--- config.mk ---
export PLATFORM = sky130hd
export DESIGN_NAME = uart_word_assembler
export DESIGN_NICKNAME = d
export VERILOG_FILES = /design/src/rtl/uart_pkg.sv /design/src/rtl/uart_word_assembler.sv
export SDC_FILE = /design/constraint.sdc
export NUM_CORES = 1
export LEC_CHECK = 0
export ABC_AREA = 1
export CORE_ASPECT_RATIO = 0.6
export CORE_MARGIN = 3
export CORE_UTILIZATION = 30
export DETAILED_ROUTE_END_ITERATION = 7
export DONT_BUFFER_PORTS = 1
export GPL_TIMING_DRIVEN = 0
export HOLD_SLACK_MARGIN = 0.1
export PLACE_DENSITY = 0.51
export SLEW_MARGIN = 20
export SYNTH_ARGS = -nofsm -noshare
export SYNTH_HDL_FRONTEND = slang
export SYNTH_SLANG_ARGS = --single-unit
--- constraint.sdc ---
create_clock -name clk -period 3.8 [get_ports clk]
set_clock_uncertainty 0.15 [all_clocks]
set_input_delay 0.19 -clock clk [delete_from_list [all_inputs] [get_ports clk]]
set_output_delay 0.19 -clock clk [all_outputs]
set_load 0.03 [all_outputs]
--- src/rtl/uart_pkg.sv ---
// Shared UART definitions: word-assembly FSM states and default word geometry.
package uart_pkg;

  // Word assembler FSM states.
  typedef enum logic [1:0] {
    IDLE    = 2'd0,
    COLLECT = 2'd1,
    DONE    = 2'd2
  } uart_word_state_e;

  // Default word geometry and inter-byte timeout (20 bit times at 16x oversampling).
  localparam int UART_NBYTES        = 4;
  localparam int UART_TIMEOUT_TICKS = 320;
  localparam int UART_TO_BITS       = 9;

endpackage

--- src/rtl/uart_word_assembler.sv ---
// Assembles NBYTES received UART bytes, MSB-first, into one word. A partial
// word that goes TIMEOUT_TICKS baud ticks without a new byte is dropped and
// counted in a saturating drop counter.
module uart_word_assembler
  import uart_pkg::*;
#(
  parameter int NBYTES        = UART_NBYTES,
  parameter int TIMEOUT_TICKS = UART_TIMEOUT_TICKS,
  parameter int TO_BITS       = UART_TO_BITS
) (
  input  logic                  clk,
  input  logic                  reset,
  input  logic                  s_tick,
  input  logic                  rx_done_tick,
  input  logic [7:0]            rxbus,
  output logic [8*NBYTES-1:0]   rx_buf,
  output logic                  word_valid,
  output logic                  busy,
  output logic [7:0]            drop_cnt
);

  localparam int W  = 8 * NBYTES;
  localparam int CW = $clog2(NBYTES + 1);

  localparam logic [CW-1:0]      CNT_LAST = CW'(NBYTES - 1);
  localparam logic [TO_BITS-1:0] TO_LAST  = TO_BITS'(TIMEOUT_TICKS - 1);

  uart_word_state_e     state_q, state_d;
  logic [W-1:0]         shreg_q, shreg_d;
  logic [W-1:0]         buf_q, buf_d;
  logic [CW-1:0]        cnt_q, cnt_d;
  logic [TO_BITS-1:0]   to_q, to_d;
  logic [7:0]           drop_q, drop_d;

  logic                 expire;
  logic                 restart;
  logic                 shift_in;
  logic [W-1:0]         shifted;
  logic [W-1:0]         first;

  // Expiry is driven by the tick alone; a byte arriving on the same tick
  // does not rescue the stale partial word, it starts a new one instead.
  assign expire   = (state_q == COLLECT) && s_tick && (to_q == TO_LAST);
  assign restart  = rx_done_tick && ((state_q != COLLECT) || expire);
  assign shift_in = rx_done_tick && (state_q == COLLECT) && !expire;
  assign shifted  = (shreg_q << 8) | W'(rxbus);
  assign first    = W'(rxbus);

  // Next-state and datapath update.
  always_comb begin
    state_d = state_q;
    shreg_d = shreg_q;
    buf_d   = buf_q;
    cnt_d   = cnt_q;
    to_d    = to_q;
    drop_d  = drop_q;

    if (expire && (drop_q != 8'hFF)) drop_d = drop_q + 8'd1;

    if (restart) begin
      to_d = '0;
      if (NBYTES == 1) begin
        state_d = DONE;
        buf_d   = first;
        shreg_d = first;
        cnt_d   = '0;
      end else begin
        state_d = COLLECT;
        shreg_d = first;
        cnt_d   = CW'(1);
      end
    end else if (shift_in) begin
      shreg_d = shifted;
      to_d    = '0;
      if (cnt_q == CNT_LAST) begin
        state_d = DONE;
        buf_d   = shifted;
        cnt_d   = '0;
      end else begin
        cnt_d   = cnt_q + CW'(1);
      end
    end else if (expire) begin
      state_d = IDLE;
      shreg_d = '0;
      cnt_d   = '0;
      to_d    = '0;
    end else begin
      case (state_q)
        COLLECT: if (s_tick && (to_q != '1)) to_d = to_q + TO_BITS'(1);
        DONE:    state_d = IDLE;
        IDLE:    state_d = IDLE;
        default: state_d = IDLE;
      endcase
    end
  end

  // State and datapath registers.
  always_ff @(posedge clk or negedge reset) begin
    if (!reset) begin
      state_q <= IDLE;
      shreg_q <= '0;
      buf_q   <= '0;
      cnt_q   <= '0;
      to_q    <= '0;
      drop_q  <= '0;
    end else begin
      state_q <= state_d;
      shreg_q <= shreg_d;
      buf_q   <= buf_d;
      cnt_q   <= cnt_d;
      to_q    <= to_d;
      drop_q  <= drop_d;
    end
  end

  assign rx_buf     = buf_q;
  assign word_valid = (state_q == DONE);
  assign busy       = (state_q == COLLECT);
  assign drop_cnt   = drop_q;

endmodule

==> summary.txt <==
Timing
  – Final period util: approximately 62%
  – Minimum clock period: ~2.4 ns
  – FMAX: about 0.42 GHz
  – Final worst setup slack: 1.43 ns
  – Sum Neg Setup Slack: 0 ns
  – RSZ-0062 raised after global routing: no
  – Final Hold Fails: 0
  – Final Max Slew Viols: 0
  – Slew headroom: roughly 62%
  – Setup-failing EPs final: 0
  – Slew of the pin with the lowest slew margin: between 0.5 and 0.6 ns

Logic synthesis
  – EDFF count, synth: 0
  – Synth async-reset ratio: 100%
  – Synth top area cells: dfrtp_1 56%, o21ai_2 7.5%, nand2_1 6.2%
  – Mapped Area: approximately 3500 sq um
  – Synth Area in Adders: 1.43%
  – Syn nets: approximately 370
  – Mux contribution to synthesized area: 0%
  – Post-synth top cells: 78 x dfrtp_1, 58 x nand2_1, 49 x inv_1
  – Avg Cell Area, Syn: approximately 10 sq um
  – Post-synth top area share: a little under three fifths
  – Post-synth top area cell: dfrtp_1
  – Netlist cell types: 24
  – Sequential area share after synthesis: 55.9%
  – Simple-gate share of the synthesized area: 17.5%
  – Compound-Gate Fraction of Synth Area: 14.1%
  – YS warnings: 0
  – Yosys reg bits: 78
  – Main flop type after synthesis: dfrtp_1
  – Syn Inst Count: 350
  – Largest family of logic cells by synthesized area: simple AND/OR/NAND/NOR gates
  – Xor/xnor share of the synthesized area: 2.01%
  – Most frequent cell after synthesis: dfrtp_1

Route
  – DRC violations left: 0
  – Vias per cell: 4.42
  – DR pass1 iterations: 4
  – Routed WL: 8070 microns
  – Final ANT Viol Nets: 0
  – DR vias: 2350
  – Initial drt markers: 130
  – Wirelength per Cell: 15.2 microns

Clock tree
  – CTS root buffer: clkbuf_16
  – Post_cts resized: 0
  – CTS sink count: 78
  – Postcts setup bufs: 0
  – Total CTS buffers: 9
  – Bufs on Longest Clock Path: 2
  – Post-CTS Hold Buffers: 12
  – CTS tree: yes
  – Worst-path clk slew: 0.06 ns
  – # H-tree levels: 3
  – Worst-Skew Late Latency: 0.33 ns

Worst setup path
  – Startpoint Class: flip-flop
  – Worst reg2reg setup slack: roughly 1.4 ns
  – Reg2reg start: to_q[1]
  – Critical Path Start: to_q[1]
  – Kind of critical path: flip-flop to flip-flop
  – Arr. time, crit path: 2.48 ns
  – Crit path max fanout: 5
  – CP endpoint kind: flip-flop
  – CP required: 3.91 ns

Floorplanning
  – Die height: 89.6 microns
  – Initial Util: 31.9%
  – Area of the die: 13000 sq um
  – Row Count: 29
  – Die W: 145 microns
  – Top Ports: 54
  – Core box area: 11000 sq um

Run
  – Max-cap violations: 0

Power and ir drop
  – Worst vdd ir: 0.282 mV
  – Tot Pwr: 2.96 mW
  – Pleak: 1.97 nW
  – Cell Pwr Density: 720 nW/um^2

GRT
  – First-pass GRT wire length: 12900 microns
  – Grt ovf: 0
  – Initial antenna violation count: 0
  – Largest net degree at the start of global routing: 79
  – Vias in the first global route: ~2200
  – GRT Total Usage: a little over an eighth

Cells and area
  – Area of the multi-input gates: between 1000 and 1500 sq um
  – Share of layout cells above drive strength 1: about a quarter
  – FF+latch area: ~2000 sq um
  – Final #Nets: between 300 and 400
  – N_diodes: 0
  – Fillers: 1141
  – Area grow syn2layout: 17.7%

Worst hold path
  – HP Start: rx_done_tick
  – Tightest Hold Check Type: input port to flip-flop

Placement
  – Port bufs: 0
  – Place WS: 1.44 ns
  – RePlAce Congestion: 0.756
  – HPWL Detailed: 5730 microns

Run status
  – Status: complete, no violations
[sequential cells by signal, summed over array words and instances (netlist names)]
signal and flops:
shreg_q 24, cnt_q 3, to_q 9, drop_cnt 8, state_q 2, rx_buf 32
[cells by family after synthesis]
family | Yosys count
AO/OA/AOI/OAI | 69
AND/OR/NAND/NOR | 130
flip-flops | 78
adder cells (fa/ha/maj) | 4
XOR/XNOR | 8
buffers and inverters | 61
[cells in the final DEF, fill, tap and decap left out, drive strengths merged]
master       count
nand2           88
dfrtp           78
inv             49
o21ai           39
o22ai           24
nor2            24
clkbuf          16
nand3           14
buf             12
dlygate4sd3     11
xnor2            6
a21oi            5
ha               4
nor3             3
xor2             2
nand4            1
o31ai            1
[worst max-delay path, cell delays in order, from the launching register on]
cell     delay [ns]
dfrtp_1        0.37
ha_1           0.23
nand2_1        0.08
nor2_1         0.09
nand2_1        0.13
nor3_1         0.22
ha_1           0.20
inv_1          0.04
nand2_1        0.05
nor2_1         0.05
inv_1          0.07
nand2_1        0.05
nor2_1         0.33
o21ai_0        0.13
nor2_1         0.11
[where the power goes]
part | leakage [nW] | internal, mW | switching [mW]
clock | 0.142 | 0.510 | 0.306
sequential | 1.01 | 1.05 | 0.462
combinational | 0.815 | 0.256 | 0.374
total | 1.97 | 1.82 | 1.14
[final cells by class]
| class | instances | area share [%] |
|---|---|---|
| Multi-Input combinational cell | 211 | 29.7 |
| Buffer | 12 | 3.29 |
| Sequential cell | 78 | 47.5 |
| Tap cell | 155 | 4.72 |
| Timing Repair Buffer | 12 | 3.35 |
| Clock buffer | 15 | 7.00 |
| Inverter | 49 | 4.47 |
[metal layers]
metal  global-route usage, %  wire length, microns
met5                       0                     0
met4                    3.88                   113
met3                    6.23                   635
met2                    17.7                  3120
met1                    18.5                  4200
[through the flow]
step,std cells,area [sq um],hold slack [ns],util (%)
after floorplan,350,3490,-0.256,-
after global placement,505,3680,-0.253,33.6
after detailed placement,505,3680,-0.252,33.6
after CTS,532,4110,0.109,37.5
after global routing,532,4110,0.172,37.5
final,532,4110,0.121,37.5
[path summary, 6_finish.rpt]
kind                       depth (start not counted)    endpoint
setup / recovery                                  14     to_q[2]
setup reg to reg                                  14     to_q[2]
hold reg to reg                                    2    cnt_q[1]
min in group asynchronous                          2     to_q[1]
hold / removal                                     3  state_q[0]
max in group asynchronous                          2   rx_buf[4]
Note: power is estimated with default switching activity, not from simulation.
